**src/rtl/rst_req_pkg.sv**
```systemverilog
// -----------------------------------------------------------------------------
// rst_req_pkg
// Shared definitions for the fabric reset request initiator.
//   - sequencer state encoding
//   - bit positions inside ERR_STATUS and RST_CAUSE
//   - small elaboration-time helper for counter sizing
// -----------------------------------------------------------------------------
package rst_req_pkg;

  typedef enum logic [1:0] {
    IDLE    = 2'd0,
    ASSERT  = 2'd1,
    RELEASE = 2'd2,
    HOLDOFF = 2'd3
  } rst_req_state_t;

  // ERR_STATUS bit positions
  localparam int ERR_NO_FALL     = 0;
  localparam int ERR_REL_TIMEOUT = 1;
  localparam int ERR_DROPPED     = 2;
  localparam int ERR_W           = 3;

  // RST_CAUSE bit positions
  localparam int CAUSE_SW   = 0;
  localparam int CAUSE_WDOG = 1;
  localparam int CAUSE_W    = 2;

  // Largest of three cycle counts; the shared phase counter must hold any of them.
  function automatic int max3(input int a, input int b, input int c);
    int m;
    m = a;
    if (b > m) m = b;
    if (c > m) m = c;
    return m;
  endfunction

endpackage

```
**src/rtl/rst_req_sync.sv**
```systemverilog
// -----------------------------------------------------------------------------
// rst_req_sync
// Multi-flop bit synchronizer for a level that is asynchronous to CLK.
// Flops take RST_VAL on a synchronous, active-high RST.
//
// Parameters:
//   STAGES  - number of flops in the chain (>= 1); latency is STAGES cycles
//   RST_VAL - value loaded into every flop on reset
// Ports:
//   CLK      in   sampling clock
//   RST      in   synchronous active-high reset
//   ASYNC_IN in   asynchronous input level
//   SYNC_OUT out  synchronized level (last flop of the chain)
// -----------------------------------------------------------------------------
module rst_req_sync #(
  parameter int   STAGES  = 2,
  parameter logic RST_VAL = 1'b1
) (
  input  logic CLK,
  input  logic RST,
  input  logic ASYNC_IN,
  output logic SYNC_OUT
);

  if (STAGES < 1) begin : g_bad_stages
    $error("rst_req_sync: STAGES must be at least 1");
  end

  logic [STAGES-1:0] stg_q;

  always_ff @(posedge CLK) begin
    if (RST) begin
      stg_q <= {STAGES{RST_VAL}};
    end else begin
      stg_q[0] <= ASYNC_IN;
      for (int i = 1; i < STAGES; i++) begin
        stg_q[i] <= stg_q[i-1];
      end
    end
  end

  assign SYNC_OUT = stg_q[STAGES-1];

endmodule

```
**src/rtl/reset_request_initiator.sv**
```systemverilog
// -----------------------------------------------------------------------------
// reset_request_initiator
// Initiator side of the fabric reset handshake. Accepts software and watchdog
// reset requests, drives a fixed-width active-low request into the reset
// controller, confirms FABRIC_RESET_N falls and then rises again, and reports
// cause, completion and sticky errors. Lives in the always-on domain so it
// survives the fabric reset it asks for.
//
// Build option:
//   RSTREQ_WDOG_EN - when defined, WDOG_EXPIRE acts as a request source.
//                    When undefined, WDOG_EXPIRE is ignored entirely (no
//                    request, no drop flag) and RST_CAUSE[1] stays 0.
//
// Parameters:
//   ASSERT_CYCLES  - cycles EXT_RST_N is held low (>= SYNC_STAGES+2)
//   ACK_TIMEOUT    - max cycles in RELEASE waiting for FABRIC_RESET_N high
//   HOLDOFF_CYCLES - dead time after completion before new requests
//   SYNC_STAGES    - synchronizer depth on FABRIC_RESET_N
// Ports:
//   CLK            in   free-running clock
//   RST            in   synchronous active-high reset (POR-derived)
//   SW_RST_REQ     in   software request pulse
//   WDOG_EXPIRE    in   watchdog request pulse
//   ERR_CLR        in   clears ERR_STATUS (a same-cycle set wins)
//   FABRIC_RESET_N in   controller fabric reset, async to CLK
//   EXT_RST_N      out  registered active-low request to the controller
//   BUSY           out  high whenever the sequencer is not idle
//   DONE           out  one-cycle pulse on successful completion
//   RST_CAUSE[1:0] out  cause of last accepted request {wdog, sw}
//   ERR_STATUS[2:0] out sticky {dropped, release timeout, no fall}
//
// State table
//   state   | meaning
//   IDLE    | waiting for a request
//   ASSERT  | EXT_RST_N low for ASSERT_CYCLES, watching for fabric reset fall
//   RELEASE | EXT_RST_N high, waiting up to ACK_TIMEOUT for fabric reset rise
//   HOLDOFF | dead time after success; requests here are dropped
// -----------------------------------------------------------------------------
module reset_request_initiator
  import rst_req_pkg::*;
#(
  parameter int ASSERT_CYCLES  = 32,
  parameter int ACK_TIMEOUT    = 1024,
  parameter int HOLDOFF_CYCLES = 64,
  parameter int SYNC_STAGES    = 2
) (
  input  logic               CLK,
  input  logic               RST,
  input  logic               SW_RST_REQ,
  input  logic               WDOG_EXPIRE,
  input  logic               ERR_CLR,
  input  logic               FABRIC_RESET_N,
  output logic               EXT_RST_N,
  output logic               BUSY,
  output logic               DONE,
  output logic [CAUSE_W-1:0] RST_CAUSE,
  output logic [ERR_W-1:0]   ERR_STATUS
);

  // The fall must be able to cross the synchronizer before ASSERT ends.
  if (ASSERT_CYCLES < SYNC_STAGES + 2) begin : g_bad_assert_cycles
    $error("reset_request_initiator: ASSERT_CYCLES must be >= SYNC_STAGES+2");
  end
  if (ACK_TIMEOUT < 1) begin : g_bad_ack_timeout
    $error("reset_request_initiator: ACK_TIMEOUT must be >= 1");
  end
  if (HOLDOFF_CYCLES < 1) begin : g_bad_holdoff
    $error("reset_request_initiator: HOLDOFF_CYCLES must be >= 1");
  end

  // One down-counter serves every timed phase; it is sized for the longest one.
  localparam int CNT_MAX = max3(ASSERT_CYCLES, ACK_TIMEOUT, HOLDOFF_CYCLES);
  localparam int CNT_W   = $clog2(CNT_MAX + 1);

  typedef logic [CNT_W-1:0] cnt_t;

  // Loaded on phase entry; the phase ends on the cycle the counter reads 0,
  // so a load of N-1 gives exactly N cycles in the phase.
  localparam cnt_t LOAD_ASSERT  = cnt_t'(ASSERT_CYCLES - 1);
  localparam cnt_t LOAD_RELEASE = cnt_t'(ACK_TIMEOUT - 1);
  localparam cnt_t LOAD_HOLDOFF = cnt_t'(HOLDOFF_CYCLES - 1);
  localparam cnt_t CNT_ZERO     = '0;
  localparam cnt_t CNT_ONE      = cnt_t'(1);

  rst_req_state_t     state_q, state_nxt;
  cnt_t               cnt_q, cnt_nxt;
  logic               seen_low_q, seen_low_nxt;
  logic               ext_rst_n_q, ext_rst_n_nxt;
  logic               done_q, done_nxt;
  logic [CAUSE_W-1:0] cause_q, cause_nxt;
  logic [ERR_W-1:0]   err_q, err_nxt, err_set;

  logic               fr_s;
  logic               wdog_eff;
  logic [CAUSE_W-1:0] req_vec;
  logic               req_any;
  logic               fall_seen;

  rst_req_sync #(
    .STAGES  (SYNC_STAGES),
    .RST_VAL (1'b1)
  ) u_fr_sync (
    .CLK      (CLK),
    .RST      (RST),
    .ASYNC_IN (FABRIC_RESET_N),
    .SYNC_OUT (fr_s)
  );

`ifdef RSTREQ_WDOG_EN
  assign wdog_eff = WDOG_EXPIRE;
`else
  // Port kept for a stable footprint; it has no effect in this build.
  logic wdog_unused;
  assign wdog_unused = WDOG_EXPIRE;
  assign wdog_eff    = 1'b0;
`endif

  assign req_vec[CAUSE_SW]   = SW_RST_REQ;
  assign req_vec[CAUSE_WDOG] = wdog_eff;
  assign req_any             = |req_vec;

  // Include the current sample so a fall seen on the last ASSERT cycle counts.
  assign fall_seen = seen_low_q | ~fr_s;

  always_ff @(posedge CLK) begin
    if (RST) begin
      state_q     <= IDLE;
      cnt_q       <= CNT_ZERO;
      seen_low_q  <= 1'b0;
      ext_rst_n_q <= 1'b1;
      done_q      <= 1'b0;
      cause_q     <= '0;
      err_q       <= '0;
    end else begin
      state_q     <= state_nxt;
      cnt_q       <= cnt_nxt;
      seen_low_q  <= seen_low_nxt;
      ext_rst_n_q <= ext_rst_n_nxt;
      done_q      <= done_nxt;
      cause_q     <= cause_nxt;
      err_q       <= err_nxt;
    end
  end

  always_comb begin
    state_nxt    = state_q;
    cnt_nxt      = cnt_q;
    seen_low_nxt = seen_low_q;
    done_nxt     = 1'b0;
    cause_nxt    = cause_q;
    err_set      = '0;

    case (state_q)
      IDLE: begin
        if (req_any) begin
          state_nxt    = ASSERT;
          cnt_nxt      = LOAD_ASSERT;
          seen_low_nxt = 1'b0;
          cause_nxt    = req_vec;
        end
      end

      ASSERT: begin
        if (!fr_s) begin
          seen_low_nxt = 1'b1;
        end
        if (cnt_q == CNT_ZERO) begin
          if (fall_seen) begin
            state_nxt = RELEASE;
            cnt_nxt   = LOAD_RELEASE;
          end else begin
            err_set[ERR_NO_FALL] = 1'b1;
            state_nxt            = IDLE;
          end
        end else begin
          cnt_nxt = cnt_q - CNT_ONE;
        end
      end

      RELEASE: begin
        if (fr_s) begin
          done_nxt  = 1'b1;
          state_nxt = HOLDOFF;
          cnt_nxt   = LOAD_HOLDOFF;
        end else if (cnt_q == CNT_ZERO) begin
          err_set[ERR_REL_TIMEOUT] = 1'b1;
          state_nxt                = IDLE;
        end else begin
          cnt_nxt = cnt_q - CNT_ONE;
        end
      end

      HOLDOFF: begin
        if (cnt_q == CNT_ZERO) begin
          state_nxt = IDLE;
        end else begin
          cnt_nxt = cnt_q - CNT_ONE;
        end
      end

      default: begin
        state_nxt = IDLE;
      end
    endcase

    if ((state_q != IDLE) && req_any) begin
      err_set[ERR_DROPPED] = 1'b1;
    end

    // Set has priority over clear.
    err_nxt = (ERR_CLR ? '0 : err_q) | err_set;

    // Registered so the request pin is glitch-free and aligned with the state.
    ext_rst_n_nxt = (state_nxt != ASSERT);
  end

  assign EXT_RST_N  = ext_rst_n_q;
  assign BUSY       = (state_q != IDLE);
  assign DONE       = done_q;
  assign RST_CAUSE  = cause_q;
  assign ERR_STATUS = err_q;

endmodule
```
**config.mk**
```make
export PLATFORM = sky130hd
export DESIGN_NAME = reset_request_initiator
export DESIGN_NICKNAME = d
export VERILOG_FILES = /design/src/rtl/rst_req_pkg.sv /design/src/rtl/rst_req_sync.sv /design/src/rtl/reset_request_initiator.sv
export SDC_FILE = /design/constraint.sdc
export NUM_CORES = 1
export LEC_CHECK = 0
export BUFFER_PORTS_ARGS = -buffer_cell sky130_fd_sc_hd__buf_2
export CAP_MARGIN = 20
export CORE_MARGIN = 4
export CORE_UTILIZATION = 26
export DETAILED_ROUTE_END_ITERATION = 6
export HOLD_SLACK_MARGIN = 0.12
export PLACE_DENSITY = 0.53
export SYNTH_ARGS = -nofsm -noshare
export SYNTH_HDL_FRONTEND = slang
export SYNTH_HIERARCHICAL = 1
export SYNTH_SLANG_ARGS = --single-unit
```
**constraint.sdc**
```tcl
create_clock -name CLK -period 1.8 [get_ports CLK]
set_input_delay 0.54 -clock CLK [delete_from_list [all_inputs] [get_ports CLK]]
set_output_delay 0.54 -clock CLK [all_outputs]
set_load 0.005 [all_outputs]
```
# Yosys cells after proc, flatten, opt, wreduce, memory -nomap -nowiden
# Cells that the tools add are included.
# word_totals
register_bits	22
inputBits	6
word_cells	53
# op_classes
add_sub_neg	1
eq_ne	7
muxes	24
bitwise	4
reduce_logical	9
# op_table
op	n
two-way mux 11 bit	5
one-hot mux 11 bit (4 select lines)	1
zero test 11 bit	1
subtractor 11 x 1 -> 11 bit, second input constant	1
two-way mux 1 bit	10
two-way mux 2 bit	5
one-hot mux 2 bit (4 select lines)	1
equality test 2 bit, second input constant	2
!= test 2 bit, second input constant	2
AND reduction 2 bit	2
nonzero test 2 bit	2
two-way mux 3 bit	1
!= test 3 bit, second input constant	1
bitwise OR 3 bit	1
AND reduction 3 bit	1
equality test 2 x 1 -> 1 bit, second input constant	1
zero test 2 bit	1
!= test 2 x 1 -> 1 bit, second input constant	1
inverter 1 bit	2
one-hot mux 1 bit (2 select lines)	1
OR reduction 2 bit	1
logical AND 1 bit	1
bitwise OR 1 bit	1

# Longest topological paths before layout
# depth
depth_word	6
mapped_depth	10

# Modules after synthesis
# The synthesis kept the hierarchy.
# modules_own_cells
mod	instances	cells_per_inst	area_each_um2	seq_area_each_um2
reset_request_initiator	1	151	1153.6	400.4
rst_req_sync	1	4	52.6	40.0

# Worst setup path after synthesis
# No wires, ideal clock.
# synth_timing
kind	flip-flop to flip-flop
from	register cnt_q[0]
to	register cnt_q[0]
setup_ns	0.095
t_arrival_ns	1.901
path_slack_ns	-0.196
path_stages_with_launch	11
path_buffers	0
period_less_slack_ns	1.996
cell_sequence	dfxtp_1 -> inv_1 -> ha_1 -> nor3b_2 -> and4_4 -> inv_2 -> ha_1 -> inv_1 -> mux2_2 -> a22o_1 -> a221oi_1
# synth_between
elab_chain_cells	4
elab_cells_between_ends	8
classes_between	add/sub: 1; eq/ne: 1; mux: 4; reduce/logical: 2
# synth_rtl
item	line_no	rtl
start, declared	reset_request_initiator.sv:86	cnt_t cnt_q, cnt_nxt;
start signal, assigned	reset_request_initiator.sv:136	cnt_q <= cnt_nxt;
subtractor 11 x 1 -> 11 bit / zero test 11 bit (equally long branches)	n/a	
two-way mux 11 bit	reset_request_initiator.sv:185, reset_request_initiator.sv:194	
two-way mux 11 bit	reset_request_initiator.sv:181	if (fr_s) begin
one-hot mux 11 bit (4 select lines)	reset_request_initiator.sv:153	case (state_q)
# Parallel ways exist; a longest one is shown, timed or not.
# A chain may end at the register's enable or synchronous reset.

# Worst setup path in the final report
# layout_timing
from	register cnt_q[1]
to	register cnt_q[0]
# layout_between
elab_chain_cells	4
elab_cells_between_ends	7
classes_between	eq/ne: 1; mux: 4; reduce/logical: 2
# layout_rtl
item	line_no
zero test 11 bit *	reset_request_initiator.sv:167, reset_request_initiator.sv:185, reset_request_initiator.sv:194
two-way mux 11 bit (2 in a row)	n/a
one-hot mux 11 bit (4 select lines)	reset_request_initiator.sv:153
# Mark *: on every way between the ends. The rest lies on a longest branch, timed or not.

==> flow_summary.ini <==
[run_status]
status = complete, but fails checks
violations = setup timing

[global_routing]
use_met2_pct = 17.3
grt_max_degree = 22
busiest_layer = met2
overflow = 0
grt_first_pass_wirelength_um = 5200
grt_pass1_vias = 1123
grtUsageMet1_pct = 14.4
antenna_found_initial = 0
use_met3_pct = 1.54
track_usage_pct = 10.5

[timing]
finClkSkew_ps = 3.22
finalHoldViolCount = 0
clock.fmax_ghz = 0.488
hold_ws_ps = 417
setup_violations = 1
period_minus_slack_ps = 2050
period_share_pct = 114
setup_slack_ps = -249
report.final.slew_viol_count = 0
rsz0062_at_grt = true
fin_setup_tns_ps = -249

[clocking]
htree_levels = 1
cts_root_buf = clkbuf_8
cts.sinks = 22
clk_latency_ps = 260
cts_tree = built
clockBufferDepth = 2
hold_buffers = 0
cts_made_buffers = 3
clk_pin_slew_worst_paths_ps = 80

[pwr]
leakage_nw = 0.674
power.total_mw = 1.56
cellPowerDensity_nw_per_um2 = 960
vdd_drop_max_v = 0.000502

[hold_path]
min_to = u_fr_sync/stg_q[1]
hold_depth = 1
min_from = u_fr_sync/stg_q[0]
hold_path.class = register to register

[routing]
via_count = 1204
wl_per_cell_um = 13.2
finalWirelength_um = 3190
ant_nets = 0
drtPass1Iterations = 4
via_per_inst = 4.98
drc_errors = 0
drtIter0Drc = 37

[logic_synthesis]
yosys_most_used_dff = dfxtp_1
ys_warn_count = 6
ys_seq_area_share_pct = 36.5
synthArstFlopShare_pct = 0
ys_ff_latch = 22
synthesis.area_um2 = 1210
syn-num-nets = 164
ys_types = 47
syn_avg_cell_area_um2 = 7.78
synth_enable_flop_cells = 0
syn_inst = 155

[worst_setup_path]
cp.arrival_ps = 2220
end_kind = register
start_kind = register
worst_r2r_startpoint = cnt_q[1]
timing.rr.end = cnt_q[0]
r2r_setup_slack_ps = -250
cp.required_ps = 1980
critPathKind = register to register
worstPathMaxFanout = 2
r2r_cells = 10

[layout]
num-nets-final = 200
stdcell_count = 242
antenna_cells = 0
layout-drive-gt1-share_pct = 32.1
area_growth_pct = 34.5

[floorplan]
die_x_um = 76.1
start_util_pct = 27.3
rows = 24
io_pins = 14
core_area_um2 = 4410
die_h_um = 76.1
dieArea_um2 = 5790

[flow_run]
drv_cap = 0

[place]
place_hpwl_um = 2340
place.gp.congestion = 0.805
placed_cells = 236
io_buffer_count = 11
cell families (layout without fill, tap and decap cells):
family,after synthesis,count (layout),share of synthesized area (%)
simple gates,60,60,26.8
compound gates,50,50,25.8
buf+inv,17,52,5.70
flops,22,22,36.5
other cells,1,1,0.311
fa+ha+maj,3,3,3.11
mux,2,2,1.76
synth_stat cells (3+ instances only):
library cell / n / share of area (%)
nor3_1: 6 / 2.5
o21ai_0: 10 / 4.1
inv_1: 9 / 2.8
or3_1: 6 / 3.1
nor2b_1: 4 / 2.1
a21oi_1: 18 / 7.5
a31oi_1: 3 / 1.6
ha_1: 3 / 3.1
clkbuf_1: 4 / 1.2
nand2b_1: 5 / 2.6
nor2_1: 14 / 4.4
nand2_1: 9 / 2.8
nand3_1: 4 / 1.7
dfxtp_1: 22 / 37
sequential cells by signal, indices dropped and copies added (netlist names):
name,flops
seen_low_q,1
DONE,1
state_q,2
RST_CAUSE,1
EXT_RST_N,1
u_fr_sync/stg_q,2
cnt_q,11
ERR_STATUS,3
layer usage:
metal	share of wire, %	up-vias	wire, um
li1	-	625	-
met1	49	552	1570
met2	47	22	1500
met3	2.9	5	93
met4	0.85	0	27
met5	0	-	0
worst max path at each step:
stage | start | endpoint | cells past startpoint
finish | cnt_q[1] | cnt_q[0] | 10
CTS | cnt_q[1] | cnt_q[0] | 10
global route | cnt_q[1] | cnt_q[0] | 10
global placement | cnt_q[0] | cnt_q[0] | 10
detailed placement | cnt_q[0] | cnt_q[0] | 10
floorplan | cnt_q[0] | cnt_q[0] | 10
metrics by stage:
step | worst slack (ps) | instance area, um^2 | utilization [%]
2_1_floorplan | -176 | 1210 | -
3_3_place_gp | -179 | 1480 | 33.6
3_5_place_dp | -226 | 1480 | 33.6
4_1_cts | -224 | 1570 | 35.5
5_1_grt | -347 | 1620 | 36.8
6_report | -249 | 1620 | 36.8
report_power, final:
group	internal (mW)	switching [mW]	total, mW
Combinational	0.257	0.286	0.543
Sequential	0.528	0.0239	0.552
Clock	0.297	0.166	0.463
layout by cell type, fill, tap and decap left out, types with 2 or more instances in the layout:
cell type,count
buf_4,27
dfxtp_1,20
a21oi_1,18
nor2_1,14
buf_2,11
o21ai_0,10
nand2_1,9
inv_1,6
nor3_1,6
or3_1,6
nand2b_1,5
nor2b_1,4
nand3_1,4
inv_2,3
a31oi_1,3
clkbuf_8,3
o32ai_1,2
or2_2,2
nand3b_1,2
a21boi_0,2
ha_4,2
dfxtp_2,2
or2_1,2
worst max-delay path, stage by stage, from the launching register on:
cell and delay [ps]:
dfxtp_2 330, inv_2 70, ha_4 120, nor3b_4 180, and4_4 260, inv_4 40, ha_4 250, inv_2 30
mux2_4 260, a22o_1 210, a221oi_2 220
layout make-up:
cell class | count | area [um^2]
inverters | 10 | 40.0
well taps | 52 | 65.1
clock inverters | 1 | 30.0
fillers | 471 | 2790
repair buffers | 38 | 258
clock buffers | 3 | 41.3
flip-flops and latches | 22 | 443
multi-input cells | 116 | 746
repair_timing:
item | CTS | global route
pin swaps | 1 | 7
gates resized for setup | 3 | 9
buffers inserted | 0 | 3
endpoints found under the setup margin | 2 | 7
(Power assumes the default switching activity.)
